### config.mk
export PLATFORM = sky130hd
export DESIGN_NAME = vga_timing_gen
export DESIGN_NICKNAME = d
export VERILOG_FILES = /design/src/rtl/vga_timing_gen.sv
export SDC_FILE = /design/constraint.sdc
export NUM_CORES = 1
export LEC_CHECK = 0
export CAP_MARGIN = 20
export CORE_MARGIN = 4
export CORE_UTILIZATION = 46
export DETAILED_ROUTE_END_ITERATION = 12
export DONT_BUFFER_PORTS = 1
export GPL_TIMING_DRIVEN = 0
export PLACE_DENSITY = 0.73
export SYNTH_ARGS = -nofsm -noshare
export SYNTH_HDL_FRONTEND = slang
export SYNTH_SLANG_ARGS = --single-unit
### constraint.sdc
create_clock -name clk -period 4.15 [get_ports clk]
set_input_delay 1.245 -clock clk [delete_from_list [all_inputs] [get_ports clk]]
set_output_delay 1.245 -clock clk [all_outputs]
set_load 0.01 [all_outputs]
### src/rtl/vga_timing_gen.sv
// rtl/vga_timing_gen.sv - VGA raster timing generator with pixel-rate enable
// Counters, syncs and begin pulses are all registered on the same edge so they stay skew-free.
module vga_timing_gen #(
  parameter int unsigned CLK_DIV  = 2,
  parameter int unsigned H_ACTIVE = 640,
  parameter int unsigned H_FP     = 16,
  parameter int unsigned H_SYNC   = 96,
  parameter int unsigned H_BP     = 48,
  parameter int unsigned V_ACTIVE = 480,
  parameter int unsigned V_FP     = 10,
  parameter int unsigned V_SYNC   = 2,
  parameter int unsigned V_BP     = 33,
  parameter bit          SYNC_POL = 1'b0
) (
  input  logic       clk,
  input  logic       rst_n,
  output logic       clk_25mhz,
  output logic       pix_en,
  output logic [9:0] pixel_x,
  output logic [9:0] pixel_y,
  output logic       vga_active,
  output logic       h_begin,
  output logic       v_begin,
  output logic       hsync,
  output logic       vsync,
  output logic [7:0] frame_cnt
);

  localparam int unsigned H_TOTAL = H_ACTIVE + H_FP + H_SYNC + H_BP;
  localparam int unsigned V_TOTAL = V_ACTIVE + V_FP + V_SYNC + V_BP;
  localparam int unsigned DIV_W   = $clog2(CLK_DIV);

  localparam logic [DIV_W-1:0] DIV_LAST = DIV_W'(CLK_DIV - 1);
  localparam logic [DIV_W-1:0] DIV_HALF = DIV_W'(CLK_DIV / 2);
  localparam logic [9:0]       H_LAST   = 10'(H_TOTAL - 1);
  localparam logic [9:0]       V_LAST   = 10'(V_TOTAL - 1);
  localparam logic [9:0]       H_VIS    = 10'(H_ACTIVE);
  localparam logic [9:0]       V_VIS    = 10'(V_ACTIVE);
  localparam logic [9:0]       HS_BEG   = 10'(H_ACTIVE + H_FP);
  localparam logic [9:0]       HS_END   = 10'(H_ACTIVE + H_FP + H_SYNC - 1);
  localparam logic [9:0]       VS_BEG   = 10'(V_ACTIVE + V_FP);
  localparam logic [9:0]       VS_END   = 10'(V_ACTIVE + V_FP + V_SYNC - 1);

  logic [DIV_W-1:0] div_cnt_q, div_cnt_d;
  logic             clk_div_q, clk_div_d;
  logic [9:0]       h_q, h_d;
  logic [9:0]       v_q, v_d;
  logic             active_q, active_d;
  logic             hsync_q, hsync_d;
  logic             vsync_q, vsync_d;
  logic             h_begin_q, h_begin_d;
  logic             v_begin_q, v_begin_d;
  logic [7:0]       frame_q, frame_d;
  logic             h_wrap;

  assign pix_en = (div_cnt_q == DIV_LAST);

  always_comb begin
    div_cnt_d = (div_cnt_q == DIV_LAST) ? '0 : div_cnt_q + DIV_W'(1);
    clk_div_d = (div_cnt_d >= DIV_HALF);

    h_wrap = pix_en && (h_q == H_LAST);
    h_d    = h_q;
    v_d    = v_q;
    if (pix_en) begin
      h_d = h_wrap ? 10'd0 : h_q + 10'd1;
      if (h_wrap) begin
        v_d = (v_q == V_LAST) ? 10'd0 : v_q + 10'd1;
      end
    end

    // Decode from next-state counters so the registered flags line up with pixel_x/pixel_y.
    active_d  = (h_d < H_VIS) && (v_d < V_VIS);
    hsync_d   = ((h_d >= HS_BEG) && (h_d <= HS_END)) ? SYNC_POL : ~SYNC_POL;
    vsync_d   = ((v_d >= VS_BEG) && (v_d <= VS_END)) ? SYNC_POL : ~SYNC_POL;
    h_begin_d = pix_en && (h_d == 10'd0);
    v_begin_d = h_begin_d && (v_d == 10'd0);
    frame_d   = frame_q + {7'd0, v_begin_d};
  end

  always_ff @(posedge clk or negedge rst_n) begin
    if (!rst_n) begin
      div_cnt_q <= '0;
      clk_div_q <= 1'b0;
      h_q       <= H_LAST;
      v_q       <= V_LAST;
      active_q  <= 1'b0;
      hsync_q   <= ~SYNC_POL;
      vsync_q   <= ~SYNC_POL;
      h_begin_q <= 1'b0;
      v_begin_q <= 1'b0;
      frame_q   <= 8'd0;
    end else begin
      div_cnt_q <= div_cnt_d;
      clk_div_q <= clk_div_d;
      h_q       <= h_d;
      v_q       <= v_d;
      active_q  <= active_d;
      hsync_q   <= hsync_d;
      vsync_q   <= vsync_d;
      h_begin_q <= h_begin_d;
      v_begin_q <= v_begin_d;
      frame_q   <= frame_d;
    end
  end

  assign clk_25mhz  = clk_div_q;
  assign pixel_x    = h_q;
  assign pixel_y    = v_q;
  assign vga_active = active_q;
  assign hsync      = hsync_q;
  assign vsync      = vsync_q;
  assign h_begin    = h_begin_q;
  assign v_begin    = v_begin_q;
  assign frame_cnt  = frame_q;

endmodule

==> results.py, run 1 <==
metrics = {
    "place": {
        "dpl_worst_slack_ns": 0.717,
        "port_buffers": 0,
        "place_area_um2": 1940,
        "place_inst": 224,
        "gp_congestion": 0.845,
        "hpwl_mm": 2.87,
    },
    "setup_path": {
        "cp_max_fo": 9,
        "cp-start-kind": "flip-flop",
        "endpoint_kind": "flip-flop",
        "r2r_setup_slack_ns": 0.72,
        "crit_path_frequent_cell": "ha_1",
        "path_class": "flip-flop to flip-flop",
        "ff2ff_path_depth": 14,
        "cp.required_ns": 4.32,
        "cp_slowest_stage_delay_ns": 0.65,
        "r2r-end": "frame_cnt[6]",
        "crit-reg2reg-launch": "pixel_x[1]",
        "slowest_stage": "dfstp_2",
        "crit_chain": "ha_1, and4_4, buf_6, and4_1, buf_6, o21ai_2, a21o_1, a221o_1, nor4_2, ha_1, ha_1, and3_1, nand3_1, xnor2_1",
        "worstPathArrival_ns": 3.61,
    },
    "die": {
        "initial_core_util_pct": 49.4,
        "die-area_um2": 5160,
        "ioPinCount": 37,
        "die-height_um": 71.9,
        "coreArea_um2": 3800,
        "dieWidth_um": 71.9,
        "row_count": 22,
    },
    "finish": {
        "fill_cells": 357,
        "drive_gt1_share_pct": 21.2,
        "fin_area_um2": 2050,
        "antenna_cells": 0,
        "syn_to_final_growth_pct": 9.41,
        "nets": 190,
        "stdcell_count": 232,
    },
    "power_and_ir_drop": {
        "power_density_nw_per_um2": 315,
        "combinationalPowerShare_pct": 0,
        "power.total_w": 0.000647,
        "p_seq_share_pct": 51.3,
        "p_leak_nw": 0.899,
        "clkPwrFrac_pct": 48.7,
        "p_int_w": 0.000528,
        "p_switching_w": 0.000119,
        "switching_share_pct": 18.4,
        "irDropWorstVdd_uv": 204,
    },
    "detailed_routing": {
        "route.detailed.drc": 0,
        "drt_iter0_markers": 129,
        "wl_mm": 4.04,
        "ant_nets": 0,
        "dr.pass1.iters": 4,
        "vias_per_cell": 6.11,
        "num_vias": 1417,
        "wl_per_cell_um": 17.4,
    },
    "sta": {
        "relSlewSlack_pct": 76.2,
        "setup_tns_ns": 0,
        "drv_slew": 0,
        "setup-violations-final": 0,
        "setup_ws_ns": 0.717,
        "finalHoldViolations": 0,
        "finClkSkew_ns": 0.00667,
        "post-route-min-period_ns": 3.43,
        "min_period_over_period_pct": 82.7,
        "rsz0062_at_grt": "false",
        "max_freq_mhz": 291,
        "worst_slew_pin_slew_ns": 0.356,
    },
    "global_routing": {
        "grt_overflow_total": 0,
        "grt_max_degree": 35,
        "track_usage_pct": 17.1,
        "met1_usage_pct": 21.2,
        "grt-busiest-layer": "met2",
        "gr-usage-met3_pct": 7.85,
        "antenna_found_initial": 0,
        "met2_usage_pct": 25.5,
        "grt_pass1_vias": 1388,
        "grt_pass1_wl_mm": 6.82,
    },
    "cts": {
        "cts_tree": "done",
        "cts.sinks": 34,
        "insertion_delay_ns": 0.29,
        "clockBufferDepth": 2,
        "cts_inserted_buffers": 5,
        "postCtsResizedCells": 0,
        "holdBufCountCts": 0,
        "cts_setup_buffers": 0,
        "cts_max_level": 2,
        "cts_root_buf": "clkbuf_8",
        "clkSlewWorstSetupHoldPaths_ns": 0.07,
    },
    "yosys": {
        "synth_compound_area_share_pct": 12.5,
        "synth_nets": 183,
        "synth.avg_cell_area_um2": 10.7,
        "ys_seq_area_share_pct": 46.2,
        "ys_warn_count": 0,
        "synthMuxAreaShare_pct": 1.73,
        "syn_area_um2": 1880,
        "yosys.area_share.xor_xnor_pct": 7.94,
        "synth_ff_type": "dfrtp_1",
        "synth-edff-count": 0,
        "synth_cell_types": 53,
        "ys_ff_latch": 34,
        "synth_async_sr_flop_share_pct": 100,
        "yosys.area_share.simple_pct": 23.0,
        "synth_top_family_by_area": "simple AND/OR/NAND/NOR gates",
        "synthCells": 176,
        "synth_fa_ha_area_share_pct": 3.34,
    },
    "run": {
        "drv_cap": 0,
    },
    "run_status": {
        "status": "finished clean",
    },
    "worst_hold_path": {
        "min_path_type": "flip-flop to flip-flop",
        "whs_path_depth": 1,
        "min_from": "frame_cnt[7]",
        "hold_end": "frame_cnt[7]",
    },
}
[state kept, by name, indices dropped and copies added (netlist names)]
signal      cells
pixel_x        10
pixel_y        10
frame_cnt       8
clk_25mhz       1
h_begin         1
hsync           1
v_begin         1
vga_active      1
vsync           1
[worst max-delay path by stage]
stage	from	endpoint	slack, ns
after floorplan	pixel_x[1]	frame_cnt[6]	1.06
after global placement	pixel_x[1]	frame_cnt[6]	0.79
after detailed placement	pixel_x[1]	frame_cnt[6]	0.72
after CTS	pixel_x[1]	frame_cnt[6]	0.71
after global routing	pixel_x[1]	frame_cnt[6]	0.48
final	pixel_x[1]	frame_cnt[6]	0.72
[layout by cell type (no fill, tap or decap), drive strengths merged, types with 2 or more instances in the layout]
| cell type | n |
|---|---|
| mux2 | 2 |
| and4 | 6 |
| and3 | 6 |
| nand2 | 12 |
| a211oi | 2 |
| o31ai | 2 |
| a21o | 3 |
| nor4 | 2 |
| nand4 | 12 |
| a31oi | 3 |
| xnor2 | 12 |
| dfstp | 12 |
| ha | 5 |
| nand3 | 7 |
| nor2 | 6 |
| buf | 8 |
| o21ai | 8 |
| xor2 | 5 |
| inv | 7 |
| dfrtp | 22 |
| nor3 | 3 |
| a221oi | 2 |
| or4 | 2 |
| and2 | 4 |
| clkbuf | 8 |
| a21oi | 6 |
[synthesized netlist by cell type (2+ instances only)]
| cell | n | area, µm² |
|---|---|---|
| nor3_1 | 3 | 15.0 |
| inv_1 | 7 | 26.3 |
| dfstp_2 | 12 | 315 |
| a31oi_1 | 3 | 18.8 |
| buf_4 | 2 | 15.0 |
| a21oi_1 | 5 | 25.0 |
| mux2_2 | 2 | 22.5 |
| xnor2_1 | 12 | 105 |
| o21ai_0 | 7 | 35.0 |
| dfrtp_1 | 22 | 551 |
| ha_1 | 5 | 62.6 |
| nand4_1 | 12 | 75.1 |
| a221oi_1 | 2 | 17.5 |
| o31ai_1 | 2 | 15.0 |
| nor2_1 | 5 | 18.8 |
| nand2_1 | 12 | 45.0 |
| and2_1 | 4 | 25.0 |
| xor2_1 | 5 | 43.8 |
| buf_6 | 4 | 45.0 |
| buf_2 | 2 | 10.0 |
| and4_1 | 4 | 35.0 |
| nand3_1 | 7 | 35.0 |
| a21o_1 | 3 | 22.5 |
| and3_1 | 5 | 31.3 |
[area by class of cell]
cell class                 instances  area (µm²)  share of cell area [%]
clock inverter                     1        30.0                    1.46
buffer                             9        73.8                    3.60
clock buffer                       7        86.3                    4.21
multi-input combinational        126         910                    44.3
sequential                        34         866                    42.2
inverter                           7        26.3                    1.28
tap                               48        60.1                    2.93
[routing by layer]
layer	vias to the layer above	wire length, µm	part of all wire (%)
met3	12	362	9.0
met5	-	0	0
met4	0	71	1.8
met1	696	1700	42
met2	46	1900	47
li1	663	-	-
[through the flow]
stage	utilization, %	hold slack, ns
after floorplan	-	0.508
after global placement	51.0	0.532
after detailed placement	51.0	0.532
after CTS	54.0	0.546
after global routing	54.0	0.566
final	54.0	0.541
[power by group through the flow]
stage	registers [W]	logic, W	clock network, W
CTS	0.000332	0.000000000418	0.000322
detailed placement	0.000338	0.000000000418	0
floorplan	0.000338	0.000000000418	0
finish	0.000332	0.000000000418	0.000315
global route	0.000332	0.000000000418	0.000340
global placement	0.000338	0.000000000418	0
[cells by family after synthesis]
group | after synthesis
AOI/OAI and AO/OA | 33
xor gates and xnor gates | 17
adders and majority gates | 5
buffers and inverters | 16
DFF | 34
muxes | 3
and+or+nand+nor | 68
[critical path, delay by kind of cell, from the launching register on]
kind | cells | cell delay [ns]
AOI/OAI and AO/OA | 3 | 0.54
xor gates and xnor gates | 1 | 0.14
adders and majority gates | 3 | 0.71
buffers and inverters | 2 | 0.25
DFF | 1 | 0.65
and+or+nand+nor | 5 | 1.02
No activity file was read; power rests on OpenSTA's default activity.
==> run 2: changes to the inputs <==
==> constraint.sdc (replaced) <==
create_clock -name clk -period 3.29 [get_ports clk]
set_input_delay 0.987 -clock clk [delete_from_list [all_inputs] [get_ports clk]]
set_output_delay 0.987 -clock clk [all_outputs]
set_load 0.01 [all_outputs]
==> results.py, run 2 (synthesized netlist as in run 1, its figures left out) <==
metrics = {
    "setup_path": {
        "cp.required_ns": 3.47,
        "cp-start-kind": "flip-flop",
        "endpoint_kind": "flip-flop",
        "crit_buf_inv": 2,
        "crit_chain": "nor4b_4, buf_4, and4_4, buf_6, a21oi_4, a21o_1, a2111o_1, nor4_4, ha_2, ha_4, and3_4, nand3_4, xnor2_2",
        "cp_slowest_stage_delay_ns": 0.64,
        "path_class": "flip-flop to flip-flop",
        "worstPathArrival_ns": 3.38,
        "r2r_setup_slack_ns": 0.09,
        "crit_family": "simple AND/OR/NAND/NOR gates",
        "slowest_stage": "dfstp_2",
        "cp_max_fo": 8,
    },
    "place": {
        "place_area_um2": 1940,
        "hpwl_mm": 2.87,
        "port_buffers": 0,
        "gp_congestion": 0.845,
        "dpl_worst_slack_ns": -0.143,
    },
    "die": {
        "initial_core_util_pct": 49.4,
        "die-height_um": 71.9,
        "coreArea_um2": 3800,
        "ioPinCount": 37,
        "row_count": 22,
        "dieWidth_um": 71.9,
        "die-area_um2": 5160,
    },
    "detailed_routing": {
        "route.detailed.drc": 0,
        "ant_nets": 0,
        "dr.pass1.iters": 4,
        "wl_met3_um": 378,
        "wl_mm": 4.31,
        "dr_wl_met2_mm": 2.10,
        "top_layer": "met4",
        "vias_per_cell": 6.10,
        "wl_per_cell_um": 17.9,
        "drt_iter0_markers": 151,
        "num_vias": 1470,
        "wl_met1_mm": 1.76,
    },
    "worst_hold_path": {
        "min_path_type": "input pin to async pin",
    },
    "cts": {
        "cts_root_buf": "clkbuf_8",
        "cts.sinks": 34,
        "clockBufferDepth": 2,
        "cts_tree": "done",
        "cts_inserted_buffers": 5,
        "insertion_delay_ns": 0.29,
        "cts_max_level": 2,
        "holdBufCountCts": 0,
        "clkSlewWorstSetupHoldPaths_ns": 0.07,
    },
    "power_and_ir_drop": {
        "p_seq_share_pct": 51.4,
        "power_density_nw_per_um2": 364,
        "combinationalPowerShare_pct": 0,
        "p_switching_w": 0.000149,
        "clkPwrFrac_pct": 48.6,
        "irDropWorstVdd_uv": 257,
        "p_leak_nw": 0.948,
        "p_int_w": 0.000666,
        "switching_share_pct": 18.3,
    },
    "finish": {
        "fill_cells": 331,
        "drive_gt1_share_pct": 30.6,
        "nets": 199,
        "mostFrequentLayoutCell": "dfrtp_1",
        "syn_to_final_growth_pct": 19.4,
        "antenna_cells": 0,
        "final_cell_mix": "22 x dfrtp_1, 12 x nand4_1, 12 x nand2_1, 12 x dfstp_2, 11 x xnor2_1",
        "fin_area_um2": 2240,
    },
    "run_status": {
        "status": "finished clean",
    },
    "sta": {
        "finClkSkew_ns": 0.00727,
        "finalHoldViolations": 0,
        "min_period_over_period_pct": 97.4,
        "rsz0062_at_grt": "true",
        "drv_slew": 0,
        "setup-violations-final": 0,
        "worst_slew_pin_slew_ns": 0.431,
        "max_freq_mhz": 312,
        "setup_tns_ns": 0,
        "relSlewSlack_pct": 71.2,
        "post-route-min-period_ns": 3.20,
        "setup_ws_ns": 0.0872,
    },
    "global_routing": {
        "grt_pass1_vias": 1411,
        "grt_overflow_total": 0,
        "grt_pass1_wl_mm": 6.98,
        "antenna_found_initial": 0,
        "grt_max_degree": 35,
        "track_usage_pct": 17.4,
    },
    "run": {
        "drv_cap": 0,
    },
}
run 2: cell types whose count changed in the layout (fill, tap and decap cells not counted), moves of 2 or more:
| cell | previous run | this run |
|---|---|---|
| clkbuf_4 | 0 | 2 |
| ha_1 | 5 | 2 |
| nand3_1 | 7 | 5 |
| buf_4 | 2 | 9 |
| buf_2 | 2 | 0 |
| ha_4 | 0 | 2 |
run 2: cell type report:
cell class,count,area (µm²),area share [%]
Multi-Input combinational cell,126,1020,45.4
Sequential cell,34,866,38.7
Clock buffer,7,86.3,3.85
Timing Repair Buffer,10,86.3,3.85
Buffer,8,67.6,3.02
Tap cell,48,60.1,2.68
Clock inverter,1,30.0,1.34
Inverter,7,26.3,1.17
run 2: power groups by stage:
stage                     Combinational, W  Sequential [W]  Clock, W
after floorplan             0.000000000418        0.000426         0
after global placement      0.000000000418        0.000426         0
after detailed placement    0.000000000418        0.000426         0
after CTS                   0.000000000417        0.000419  0.000406
after global routing        0.000000000466        0.000418  0.000429
final                       0.000000000466        0.000419  0.000396
run 2: worst paths after layout:
kind                               from           end  depth (start not counted)
setup reg to reg             pixel_x[4]  frame_cnt[6]                         13
hold reg to reg            frame_cnt[7]  frame_cnt[7]                          1
setup / recovery             pixel_x[4]  frame_cnt[6]                         13
min in group clk           frame_cnt[7]  frame_cnt[7]                          1
hold / removal                    rst_n       h_begin                          0
max in group asynchronous         rst_n         hsync                          0
run 2: what timing repair did:
action	4_1_cts	5_1_grt
buffers inserted	2	8
pin swaps	1	9
resized for setup	4	16
endpoints found under the setup margin	2	2
run 2: stage by stage:
stage / power [W] / utilization (%) / hold WS, ns / instances
after floorplan: 0.000426 / - / 0.508 / 176
after global placement: 0.000426 / 51.0 / 0.532 / 224
after detailed placement: 0.000426 / 51.0 / 0.532 / 224
after CTS: 0.000825 / 55.0 / 0.369 / 234
after global routing: 0.000848 / 59.0 / 0.359 / 241
final: 0.000815 / 59.0 / 0.384 / 241
run 2: metal layers:
layer,vias to the layer above,GRT usage (%)
li1,679,-
met1,729,21.3
met2,52,26.2
met3,10,8.42
met4,0,7.10
met5,-,0
